==> src/rtl/prf_freelist.sv <==
// prf_freelist: circular free list of physical register indices.
// Rename pops up to ALLOC_WIDTH entries per cycle from the head.
// Commit pushes up to FREE_WIDTH reclaimed entries per cycle at the tail.
// Head checkpoints let a branch recovery restore the allocation state in one cycle.
// Optional macro FREELIST_CHECK_EN adds an in-list bitmap and a sticky free_err output.
// Pointers carry a wrap bit above the index. DEPTH must therefore be a power of two.
module prf_freelist #(
    parameter int PRF_NUM     = 64,
    parameter int ARF_NUM     = 32,
    parameter int ALLOC_WIDTH = 4,
    parameter int FREE_WIDTH  = 4,
    parameter int CP_SIZE     = 4,
    localparam int DEPTH      = PRF_NUM - ARF_NUM,
    localparam int PW         = $clog2(PRF_NUM),
    localparam int QW         = $clog2(DEPTH),
    localparam int CW         = $clog2(CP_SIZE)
) (
    input  logic                        clock,
    input  logic                        reset,
    input  logic                        pause,
    input  logic [ALLOC_WIDTH-1:0]      alloc_req,
    output logic [ALLOC_WIDTH*PW-1:0]   alloc_prf,
    output logic                        allocatable,
    input  logic [FREE_WIDTH-1:0]       free_valid,
    input  logic [FREE_WIDTH*PW-1:0]    free_prf,
    input  logic                        check,
    input  logic [CW-1:0]               check_idx,
    input  logic                        recover,
    input  logic [CW-1:0]               recover_idx,
    output logic [QW:0]                 free_count
`ifdef FREELIST_CHECK_EN
    ,
    output logic                        free_err
`endif
);

    logic [PW-1:0] r_entry [DEPTH];
    logic [QW:0]   r_head;
    logic [QW:0]   r_tail;
    logic [QW:0]   r_slot [CP_SIZE];

    logic [QW:0]   w_alloc_off [ALLOC_WIDTH];
    logic [QW:0]   w_alloc_cnt;
    logic [QW:0]   w_free_off [FREE_WIDTH];
    logic [QW:0]   w_free_cnt;
    logic [QW:0]   w_free_ptr [FREE_WIDTH];
    logic          w_alloc_fire;
    logic [QW:0]   w_head_next;
    logic [QW:0]   w_slot_rd;

    // Exclusive prefix popcounts pack sparse lanes onto consecutive entries.
    always_comb begin
        w_alloc_cnt = '0;
        for (int i = 0; i < ALLOC_WIDTH; i++) begin
            w_alloc_off[i] = w_alloc_cnt;
            w_alloc_cnt    = w_alloc_cnt + {{QW{1'b0}}, alloc_req[i]};
        end
        w_free_cnt = '0;
        for (int i = 0; i < FREE_WIDTH; i++) begin
            w_free_off[i] = w_free_cnt;
            w_free_cnt    = w_free_cnt + {{QW{1'b0}}, free_valid[i]};
        end
    end

    genvar gi;
    generate
        for (gi = 0; gi < ALLOC_WIDTH; gi++) begin : g_alloc_lane
            logic [QW:0] w_rd_ptr;
            assign w_rd_ptr = r_head + w_alloc_off[gi];
            assign alloc_prf[gi*PW +: PW] = alloc_req[gi] ? r_entry[w_rd_ptr[QW-1:0]] : '0;
        end
        for (gi = 0; gi < FREE_WIDTH; gi++) begin : g_free_lane
            assign w_free_ptr[gi] = r_tail + w_free_off[gi];
        end
    endgenerate

    assign free_count   = r_tail - r_head;
    assign allocatable  = (free_count >= (QW+1)'(ALLOC_WIDTH));
    assign w_alloc_fire = allocatable & ~pause & ~recover & (|alloc_req);
    assign w_slot_rd    = r_slot[recover_idx];

    // Next head: recovery wins, otherwise advance by the number of served lanes.
    always_comb begin
        w_head_next = r_head;
        if (recover) begin
            w_head_next = w_slot_rd;
        end else if (w_alloc_fire) begin
            w_head_next = r_head + w_alloc_cnt;
        end
    end

    // Head and tail pointers. Reclaim always advances the tail.
    always_ff @(posedge clock) begin
        if (reset) begin
            r_head <= '0;
            r_tail <= {1'b1, {QW{1'b0}}};
        end else begin
            r_head <= w_head_next;
            r_tail <= r_tail + w_free_cnt;
        end
    end

    // Entry storage: identity-offset fill at reset, reclaimed indices written at the tail.
    always_ff @(posedge clock) begin
        if (reset) begin
            for (int i = 0; i < DEPTH; i++) begin
                r_entry[i] <= PW'(ARF_NUM + i);
            end
        end else begin
            for (int i = 0; i < FREE_WIDTH; i++) begin
                if (free_valid[i]) begin
                    r_entry[w_free_ptr[i][QW-1:0]] <= free_prf[i*PW +: PW];
                end
            end
        end
    end

    // Checkpoint slots capture the head after this cycle's allocations.
    always_ff @(posedge clock) begin
        if (reset) begin
            for (int i = 0; i < CP_SIZE; i++) begin
                r_slot[i] <= '0;
            end
        end else if (check && !recover) begin
            r_slot[check_idx] <= w_head_next;
        end
    end

`ifdef FREELIST_CHECK_EN
    logic [PRF_NUM-1:0] r_inlist;
    logic [PRF_NUM-1:0] w_inlist_next;
    logic [QW:0]        r_alloc_seen;
    logic [QW:0]        w_span;
    logic               r_free_err;
    logic               w_err_now;

    // Bitmap bookkeeping and error detection for the next state.
    always_comb begin
        w_inlist_next = r_inlist;
        w_err_now     = 1'b0;
        w_span        = r_head - w_slot_rd;
        if (recover) begin
            // Entries between the restored slot and the current head return to the list.
            for (int e = 0; e < DEPTH; e++) begin
                if ({1'b0, QW'(e) - w_slot_rd[QW-1:0]} < w_span) begin
                    w_inlist_next[r_entry[e]] = 1'b1;
                end
            end
        end else if (w_alloc_fire) begin
            for (int i = 0; i < ALLOC_WIDTH; i++) begin
                if (alloc_req[i]) begin
                    w_inlist_next[alloc_prf[i*PW +: PW]] = 1'b0;
                end
            end
        end
        for (int i = 0; i < FREE_WIDTH; i++) begin
            if (free_valid[i]) begin
                if (r_inlist[free_prf[i*PW +: PW]]) begin
                    w_err_now = 1'b1;
                end
                if ((r_alloc_seen < (QW+1)'(DEPTH)) && (free_prf[i*PW +: PW] < PW'(ARF_NUM))) begin
                    w_err_now = 1'b1;
                end
                w_inlist_next[free_prf[i*PW +: PW]] = 1'b1;
            end
        end
        if (free_count > (QW+1)'(DEPTH)) begin
            w_err_now = 1'b1;
        end
    end

    // Bitmap, saturating allocation counter and sticky error flag.
    always_ff @(posedge clock) begin
        if (reset) begin
            for (int p = 0; p < PRF_NUM; p++) begin
                r_inlist[p] <= (p >= ARF_NUM);
            end
            r_alloc_seen <= '0;
            r_free_err   <= 1'b0;
        end else begin
            r_inlist   <= w_inlist_next;
            r_free_err <= r_free_err | w_err_now;
            if (w_alloc_fire && (r_alloc_seen < (QW+1)'(DEPTH))) begin
                r_alloc_seen <= ((r_alloc_seen + w_alloc_cnt) > (QW+1)'(DEPTH)) ?
                                (QW+1)'(DEPTH) : (r_alloc_seen + w_alloc_cnt);
            end
        end
    end

    assign free_err = r_free_err;
`endif

endmodule

==> config.mk <==
export PLATFORM = sky130hd
export DESIGN_NAME = prf_freelist
export DESIGN_NICKNAME = d
export VERILOG_FILES = /design/src/rtl/prf_freelist.sv
export SDC_FILE = /design/constraint.sdc
export NUM_CORES = 1
export LEC_CHECK = 0
export CAP_MARGIN = 10
export CORE_MARGIN = 2
export CORE_UTILIZATION = 30
export DETAILED_ROUTE_END_ITERATION = 8
export PLACE_DENSITY_LB_ADDON = 0.05
export SKIP_LAST_GASP = 1
export SYNTH_ARGS = -nofsm -noshare
export SYNTH_HDL_FRONTEND = slang
export SYNTH_SLANG_ARGS = --single-unit
==> constraint.sdc <==
create_clock -name clock -period 5.6 [get_ports clock]
set_clock_uncertainty 0.1 [all_clocks]
set_input_delay 0.84 -clock clock [delete_from_list [all_inputs] [get_ports clock]]
set_output_delay 0.84 -clock clock [all_outputs]
set_load 0.02 [all_outputs]
### Word level (Yosys, flattened, before mapping)

Memory sizes are Yosys's and may differ from the RTL's. A register that Yosys moved wholly into a read port is not among the register bits.
Index checks and enable logic that the tools add are counted.

* order comparisons: 1
* reduce and logical (&&, ||, !) cells: 8
* bitwise logic cells: 5
* eq/ne operators: 0
* shifts and indexed selects: 0
* divide/modulo/power cells: 0
* multipliers: 0
* add/subtract/negate cells: 15
* multiplexer cells: 39

Operators with widths (count)
* 6-bit two-way mux: 11
* 6-bit OR reduction: 5
* 5-bit two-way mux: 5
* 1-bit two-way mux: 22
* 6-bit by 4-bit adder with 6-bit output: 2
* 5-bit by 1-bit adder with 5-bit output: 2
* 5-bit by 2-bit adder with 5-bit output: 2
* 5-bit by 3-bit adder with 5-bit output: 2
* 3-bit by 1-bit adder with 4-bit output: 2
* 2-bit by 1-bit adder with 3-bit output: 2
* 6-bit by 3-bit >= comparator with 1-bit output, second input constant: 1
* 6-bit subtractor: 1
* 1-bit by 1-bit adder with 2-bit output: 2
* 4-bit OR reduction: 1
* 1-bit AND: 3
* 2-bit two-way mux: 1
* 1-bit inverter: 2
* 1-bit logical AND: 1
* 1-bit logical NOT: 1

* word-level logic and storage cells: 72
* flip-flop bits (word level): 12
* memory bits (read-only): 0
* bits in latches: 0
* memories kept: 2
* output and inout bits: 31
* RAM bits: 216
* bits of input ports: 41

Memory list
* r_entry: words 32, bits a word 6, read ports 4, clocked after memory_dff 1, write ports 32, RTL line 37 `logic [PW-1:0] r_entry [DEPTH];`
* r_slot: words 4, bits a word 6, read ports 1, clocked after memory_dff 0, write ports 4, RTL line 40 `logic [QW:0] r_slot [CP_SIZE];`

### Longest topological paths before layout

Gate-level depths: netlist (run 1).

* depth in word-level cells: 8
* mapped depth: 13
* depth with buffers taken out: 12

### Worst setup path before layout (run 1)

No wires, ideal clock.

* path type: input to output
* from: input port alloc_req[0]
* to: output port alloc_prf[22]
* data required time: 4.660 ns
* setup slack: 0.916 ns
* data arrival time: 3.744 ns
* cell stages on the path: 10
* cells stage by stage: fa_1 ha_1 inv_1 fa_1 clkbuf_1 clkbuf_1 mux4_2 a211oi_1 a21oi_1 a22o_1

* word-level cells in the longest chain between the ends: 5

RTL lines
* start, declared: RTL line 21 `input logic [ALLOC_WIDTH-1:0] alloc_req,`
* 1-bit by 1-bit adder with 2-bit output: RTL line 56 `w_alloc_cnt = w_alloc_cnt + {{QW{1'b0}}, alloc_req[i]};`
* 2-bit by 1-bit adder with 3-bit output: RTL line 56
* 5-bit by 3-bit adder with 5-bit output: RTL line 69 `assign w_rd_ptr = r_head + w_alloc_off[gi];`
* memory read 32 x 6 bit
* 6-bit two-way mux: RTL line 70 `assign alloc_prf[gi*PW +: PW] = alloc_req[gi] ? r_entry[w_rd_ptr[QW-1:0]] : '0;`
* end, declared: RTL line 22 `output logic [ALLOC_WIDTH*PW-1:0] alloc_prf,`

No other way between the ends.

### Final worst setup path (run 1)

* from: input port alloc_req[0]
* to: output port alloc_prf[17]

* word-level cells in the longest chain between the ends: 4

RTL lines (RTL line)
* 1-bit by 1-bit adder with 2-bit output: 56
* 5-bit by 2-bit adder with 5-bit output: 69
* memory read 32 x 6 bit
* 6-bit two-way mux: 70

No other way between the ends.

==> reports/metrics.yaml, run 1 <==
run_status:
  status: "completed"
cts:
  cts_tree: "yes"
  clkSinkCount: 228
  clk_path_buf_depth: 3
  clk_pin_slew_ps: 60
  cts.root.buffer_cell: "clkbuf_16"
  cts_made_buffers: 28
  clock_latency_ps: 580
  ctsHtreeMaxLevel: 1
floorplan:
  initial_core_util: 0.303
  pin_count: 72
  num_rows: 101
  dieArea_mm2: 0.0787
  fp.dieH_um: 281
  die_w_um: 281
  coreArea_mm2: 0.0758
sta:
  clock.fmax_mhz: 179
  layout_min_cycle_time_ps: 5580
  final-setup-viol-count: 0
  fin_crit_sh: 0.996
  worst_pin_slew_ps: 1290
  rsz0062_at_grt: "yes"
  slew_viol_final: 0
  finalHoldViolations: 0
  fin_ws_ps: 21.4
  maxSlewHeadroom: 0.139
global_routing:
  antenna_found_initial: 12
  grt_max_degree: 37
  grt_pass1_vias: 21718
  grt-ovfl-total: 0
  grt_pass1_wl_um: 181000
  track_usage: 0.332
worst_setup_path:
  required_ps: 4660
  end_kind: "output pin"
  startpoint: "alloc_req[0]"
  cp.arrival_ps: 4640
  r2r-end: "r_entry[28][0]"
  timing.rr.start: "r_tail[3]"
  worstSetupStartpointType: "input pin"
  reg2reg_depth: 8
  crit_path_max_fanout: 15
  r2r_slack_ps: 1350
  path_class: "in -> out"
worst_hold_path:
  min_path_type: "reg -> reg"
  hold_depth: 2
  min_to: "r_head[3]"
  hp-start: "r_head[3]"
place:
  routabilityCongestion: 0.998
  place_area_mm2: 0.0257
  io_buffers: 71
  pre_cts_slack_ps: -50.7
  dp_hpwl_um: 100000
synth:
  syn_inst: 2402
  avgSynthCellArea_um2: 9.55
  ys.flop_type: "edfxtp_1"
  async_flop_share: 0
  synth.cell_area_mm2: 0.0229
  ys_warn_count: 0
  syn-num-nets: 2480
  synth_edf_count: 216
  ys_seq_area_frac: 0.293
  ys_seq_elements: 228
  synth_cell_types: 96
final_layout:
  diodes: 0
  drive_gt1_frac: 0.224
  final_area_mm2: 0.0267
  final_cell_mix: "304 x nor2_1, 233 x nand2_1, 216 x edfxtp_1"
  layout_commonest_cell: "nor2_1"
  finalNetCount: 2557
  syn_to_final_growth_pct: 16.4
  nFillCells: 7728
routing:
  wl_per_cell_um: 38.0
  drt-initial-drc-count: 3634
  postRouteAntennaNets: 0
  via_per_inst: 6.62
  vias: 23022
  drc: 0
  finalWirelength_um: 132000
  drt_pre_antenna_iters: 6
flow_run:
  maxCapViolCount: 0
power:
  vdd_drop_max_uv: 290
  p_leak_nw: 8.58
  p_per_area_mw_per_mm2: 344
[worst max-delay path, stage by stage]
cell	delay, ps
clkdlybuf4s50_1	510
buf_4	150
inv_1	70
ha_1	350
ha_4	180
fa_2	640
buf_12	180
mux4_2	300
mux2_2	270
o21ai_0	420
o22ai_1	150
clkdlybuf4s50_1	560
[sequential cells by signal, indices dropped and copies added, names as in the netlist]
register  count
r_tail        6
r_slot       24
r_head        6
r_entry     192
[synthesized netlist by cell type (all sizes together), types with 9 or more instances]
library cell	count	area, um2
mux4	210	4730
nand2b	20	125
o2111ai	9	78.8
mux2i	71	723
edfxtp	216	6490
a22o	18	158
nor3	79	410
o211ai	83	628
dfxtp	12	240
clkbuf	145	546
o22ai	14	101
nor2	312	1200
a21oi	135	676
nand3	167	856
buf	78	428
nand4	33	206
xnor2	17	175
nor4	11	133
and3	18	113
a221o	11	110
o221ai	32	280
fa	11	220
mux2	23	263
a221oi	35	332
a31oi	55	344
nand2	239	917
and2	22	143
nor2b	36	233
or3	9	56.3
a211oi	45	358
ha	26	325
o21ai	87	447
inv	32	120
o31ai	15	113
[cell type report]
class | count | area (um2) | share of cell area
well taps | 978 | 1220 | 0.0458
clock buffers | 33 | 741 | 0.0277
clock inverters | 19 | 250 | 0.00937
multi-input cells | 1918 | 15200 | 0.571
flip-flops and latches | 228 | 6730 | 0.252
repair buffers | 270 | 2390 | 0.0895
inverters | 33 | 124 | 0.00464
[per-layer routing]
metal / global-route usage / share of wire / up-vias
li1: - / - / 9627
met1: 0.477 / 0.43 / 11550
met2: 0.482 / 0.42 / 1556
met3: 0.0668 / 0.10 / 287
met4: 0.142 / 0.051 / 2
met5: 0 / 0.00014 / -
[timing repair]
| action | 4_1_cts | 5_1_grt |
|---|---|---|
| endpoints found under the hold margin | 0 | 0 |
| hold buffers | 0 | 0 |
| buffers inserted | 0 | 2 |
| pin swaps | 0 | 1 |
| endpoints found under the setup margin | 3 | 10 |
| resized for setup | 3 | 8 |
[per-stage QoR]
stage          std cells  hold slack (ps)  setup TNS (ps)  power (W)  utilization
6_report            3479              586               0    0.00918        0.352
5_1_grt             3479              618            -204    0.00950        0.352
4_1_cts             3477              592               0    0.00914        0.352
3_5_place_dp        3425              586           -74.4    0.00719        0.339
3_3_place_gp        3425              579           -18.6    0.00717        0.339
2_1_floorplan       2402              504               0    0.00513            -
[worst max-delay path by stage]
| stage | to |
|---|---|
| 6_report | alloc_prf[17] |
| 3_5_place_dp | alloc_prf[22] |
| 2_1_floorplan | alloc_prf[22] |
| 4_1_cts | alloc_prf[22] |
| 5_1_grt | alloc_prf[13] |
| 3_3_place_gp | alloc_prf[22] |
[power by group]
part	internal, W	switching, W	total, W
clock network	0.00119	0.000766	0.00195
registers	0.00207	0.000370	0.00244
logic	0.00197	0.00281	0.00478
total	0.00523	0.00395	0.00918
[cells by family (layout without fill, tap and decap cells)]
logic type | count (synthesis) | after routing | synth area share
AO/OA/AOI/OAI | 586 | 586 | 0.177
buffers and inverters | 256 | 355 | 0.0478
flip-flops | 228 | 228 | 0.293
XOR/XNOR | 20 | 20 | 0.00878
multiplexers | 304 | 304 | 0.249
AND/OR/NAND/NOR | 971 | 971 | 0.201
adder cells (fa/ha/maj) | 37 | 37 | 0.0238
Power figures use the tool's default switching activity.
==> run 2: changes to the inputs <==
--- a/config.mk
+++ b/config.mk
@@ -11,6 +11,8 @@
 export DETAILED_ROUTE_END_ITERATION = 8
 export PLACE_DENSITY_LB_ADDON = 0.05
 export SKIP_LAST_GASP = 1
+export SLEW_MARGIN = 5
 export SYNTH_ARGS = -nofsm -noshare
 export SYNTH_HDL_FRONTEND = slang
 export SYNTH_SLANG_ARGS = --single-unit
+export TNS_END_PERCENT = 10
==> run 2 against run 1 <==
  * The flow now finishes with violations (setup timing)
  * Maximum frequency is 0.78% lower
  * Setup slack worse by 44 ps
  * Sequential share of layout area hardly changed
  * Total power is 0.15% higher
==> reports/metrics.yaml, run 2 (synthesis results as in run 1) <==
floorplan:
  die_w_um: 281
  fp.dieH_um: 281
  pin_count: 72
  dieArea_mm2: 0.0787
  coreArea_mm2: 0.0758
  num_rows: 101
  initial_core_util: 0.303
final_layout:
  syn_to_final_growth_pct: 16.3
  reg_top3: "r_entry: 192 flops, r_slot: 24 flops"
  drive_gt1_frac: 0.224
  regMostFlops: "r_entry"
  post-route-util: 0.352
  diodes: 0
  finalNetCount: 2557
  fin_cells: 3479
  final_area_mm2: 0.0267
  layout_commonest_cell: "nor2_1"
  largest_reg_flops: 192
  final_cell_mix: "304 x nor2_1, 233 x nand2_1, 216 x edfxtp_1"
place:
  dp_hpwl_um: 100000
  place_area_mm2: 0.0257
  place_inst: 3425
  routabilityCongestion: 0.998
  io_buffers: 71
cts:
  clkSinkCount: 228
  clock_latency_ps: 580
  ctsHtreeMaxLevel: 1
  clk_pin_slew_ps: 60
  cts.root.buffer_cell: "clkbuf_16"
  cts_made_buffers: 28
  clk_path_buf_depth: 3
  cts_tree: "yes"
sta:
  finalHoldViolations: 0
  slew_viol_final: 0
  worst_pin_slew_ps: 1270
  final-setup-viol-count: 3
  fin_crit_sh: 1.00
  rsz0062_at_grt: "yes"
  maxSlewHeadroom: 0.154
  layout_min_cycle_time_ps: 5620
  clock.fmax_mhz: 178
  fin_ws_ps: -22.4
routing:
  drt-initial-drc-count: 3496
  via_per_inst: 6.63
  vias: 23083
  wl_per_cell_um: 38.0
  drc: 0
  drt_pre_antenna_iters: 6
  postRouteAntennaNets: 0
  finalWirelength_um: 132000
global_routing:
  grt_busiest_layer: "met2"
  use_met3: 0.0668
  antenna_found_initial: 12
  grt_pass1_wl_um: 181000
  grt_pass1_vias: 21718
  grt-ovfl-total: 0
  met2_usage: 0.482
  grt_max_degree: 37
  track_usage: 0.332
  grtUsageMet1: 0.477
power:
  combPwrFrac: 0.522
  vdd_drop_max_uv: 291
  swShare: 0.431
  power_frac_seq: 0.266
  total_power_w: 0.00919
  p_leak_nw: 8.51
  intPower_w: 0.00523
  clkPwrFrac: 0.213
  p_sw_w: 0.00396
  p_per_area_mw_per_mm2: 344
worst_setup_path:
  crit_path_max_fanout: 26
  required_ps: 4660
  cp.arrival_ps: 4680
  path_class: "in -> out"
  end_kind: "output pin"
  worstSetupStartpointType: "input pin"
run_status:
  failed_checks: "setup timing"
  status: "complete, but fails checks"
worst_hold_path:
  min_path_type: "reg -> reg"
flow_run:
  maxCapViolCount: 0
==> run 2: worst paths after layout <==
path                     start              to  slack [ps]  cells past startpoint
hold / removal       r_head[3]       r_head[3]         590                      2
hold reg to reg      r_head[3]       r_head[3]         590                      2
setup / recovery  alloc_req[0]   alloc_prf[18]         -20                     13
setup reg to reg     r_tail[3]  r_entry[28][0]        1380                      8
==> run 2: timing repair <==
item,4_1_cts,5_1_grt
cloned,0,0
resized for setup,1,1
endpoints found under the hold margin,0,0
setup buffers,0,2
hold buffers,0,0
pin swaps,0,1
setup endpoints to repair,3,12
==> run 2: final cells by class <==
class                   count  area (um2)
clock buffers              33         741
clock inverters            19         250
fillers                  7729       49100
inverters                  33         124
multi-input cells        1918       15200
flip-flops and latches    228        6730
well taps                 978        1220
repair buffers            270        2370
==> run 2: per-layer routing <==
| metal | vias to the layer above | part of all wire |
|---|---|---|
| met5 | - | 0.00014 |
| met4 | 2 | 0.051 |
| met3 | 294 | 0.10 |
| met2 | 1532 | 0.42 |
| met1 | 11637 | 0.43 |
| li1 | 9618 | - |
==> run 2: metrics by stage <==
step           hold slack [ps]  setup TNS, ps  setup slack, ps
5_1_grt                    618           -898             -130
3_5_place_dp               586          -74.4            -50.7
6_report                   587          -32.6            -22.4
2_1_floorplan              504              0              916
4_1_cts                    592          -36.1            -20.0
3_3_place_gp               579          -18.6            -18.6
==> run 2: worst max-delay path, cell delays in order <==
cell	delay [ps]
clkdlybuf4s50_1	450
fa_1	650
ha_4	160
inv_1	50
fa_2	570
buf_12	160
buf_12	200
buf_4	180
mux4_2	290
mux2i_1	170
a21oi_1	130
a22o_1	260
clkdlybuf4s50_1	530
==> run 2: power by group through the flow <==
stage          Clock [W]  Sequential (W)  Combinational, W
3_3_place_gp           0         0.00245           0.00473
6_report         0.00195         0.00244           0.00480
2_1_floorplan          0         0.00219           0.00294
3_5_place_dp           0         0.00244           0.00474
4_1_cts          0.00198         0.00241           0.00476
5_1_grt          0.00205         0.00244           0.00502
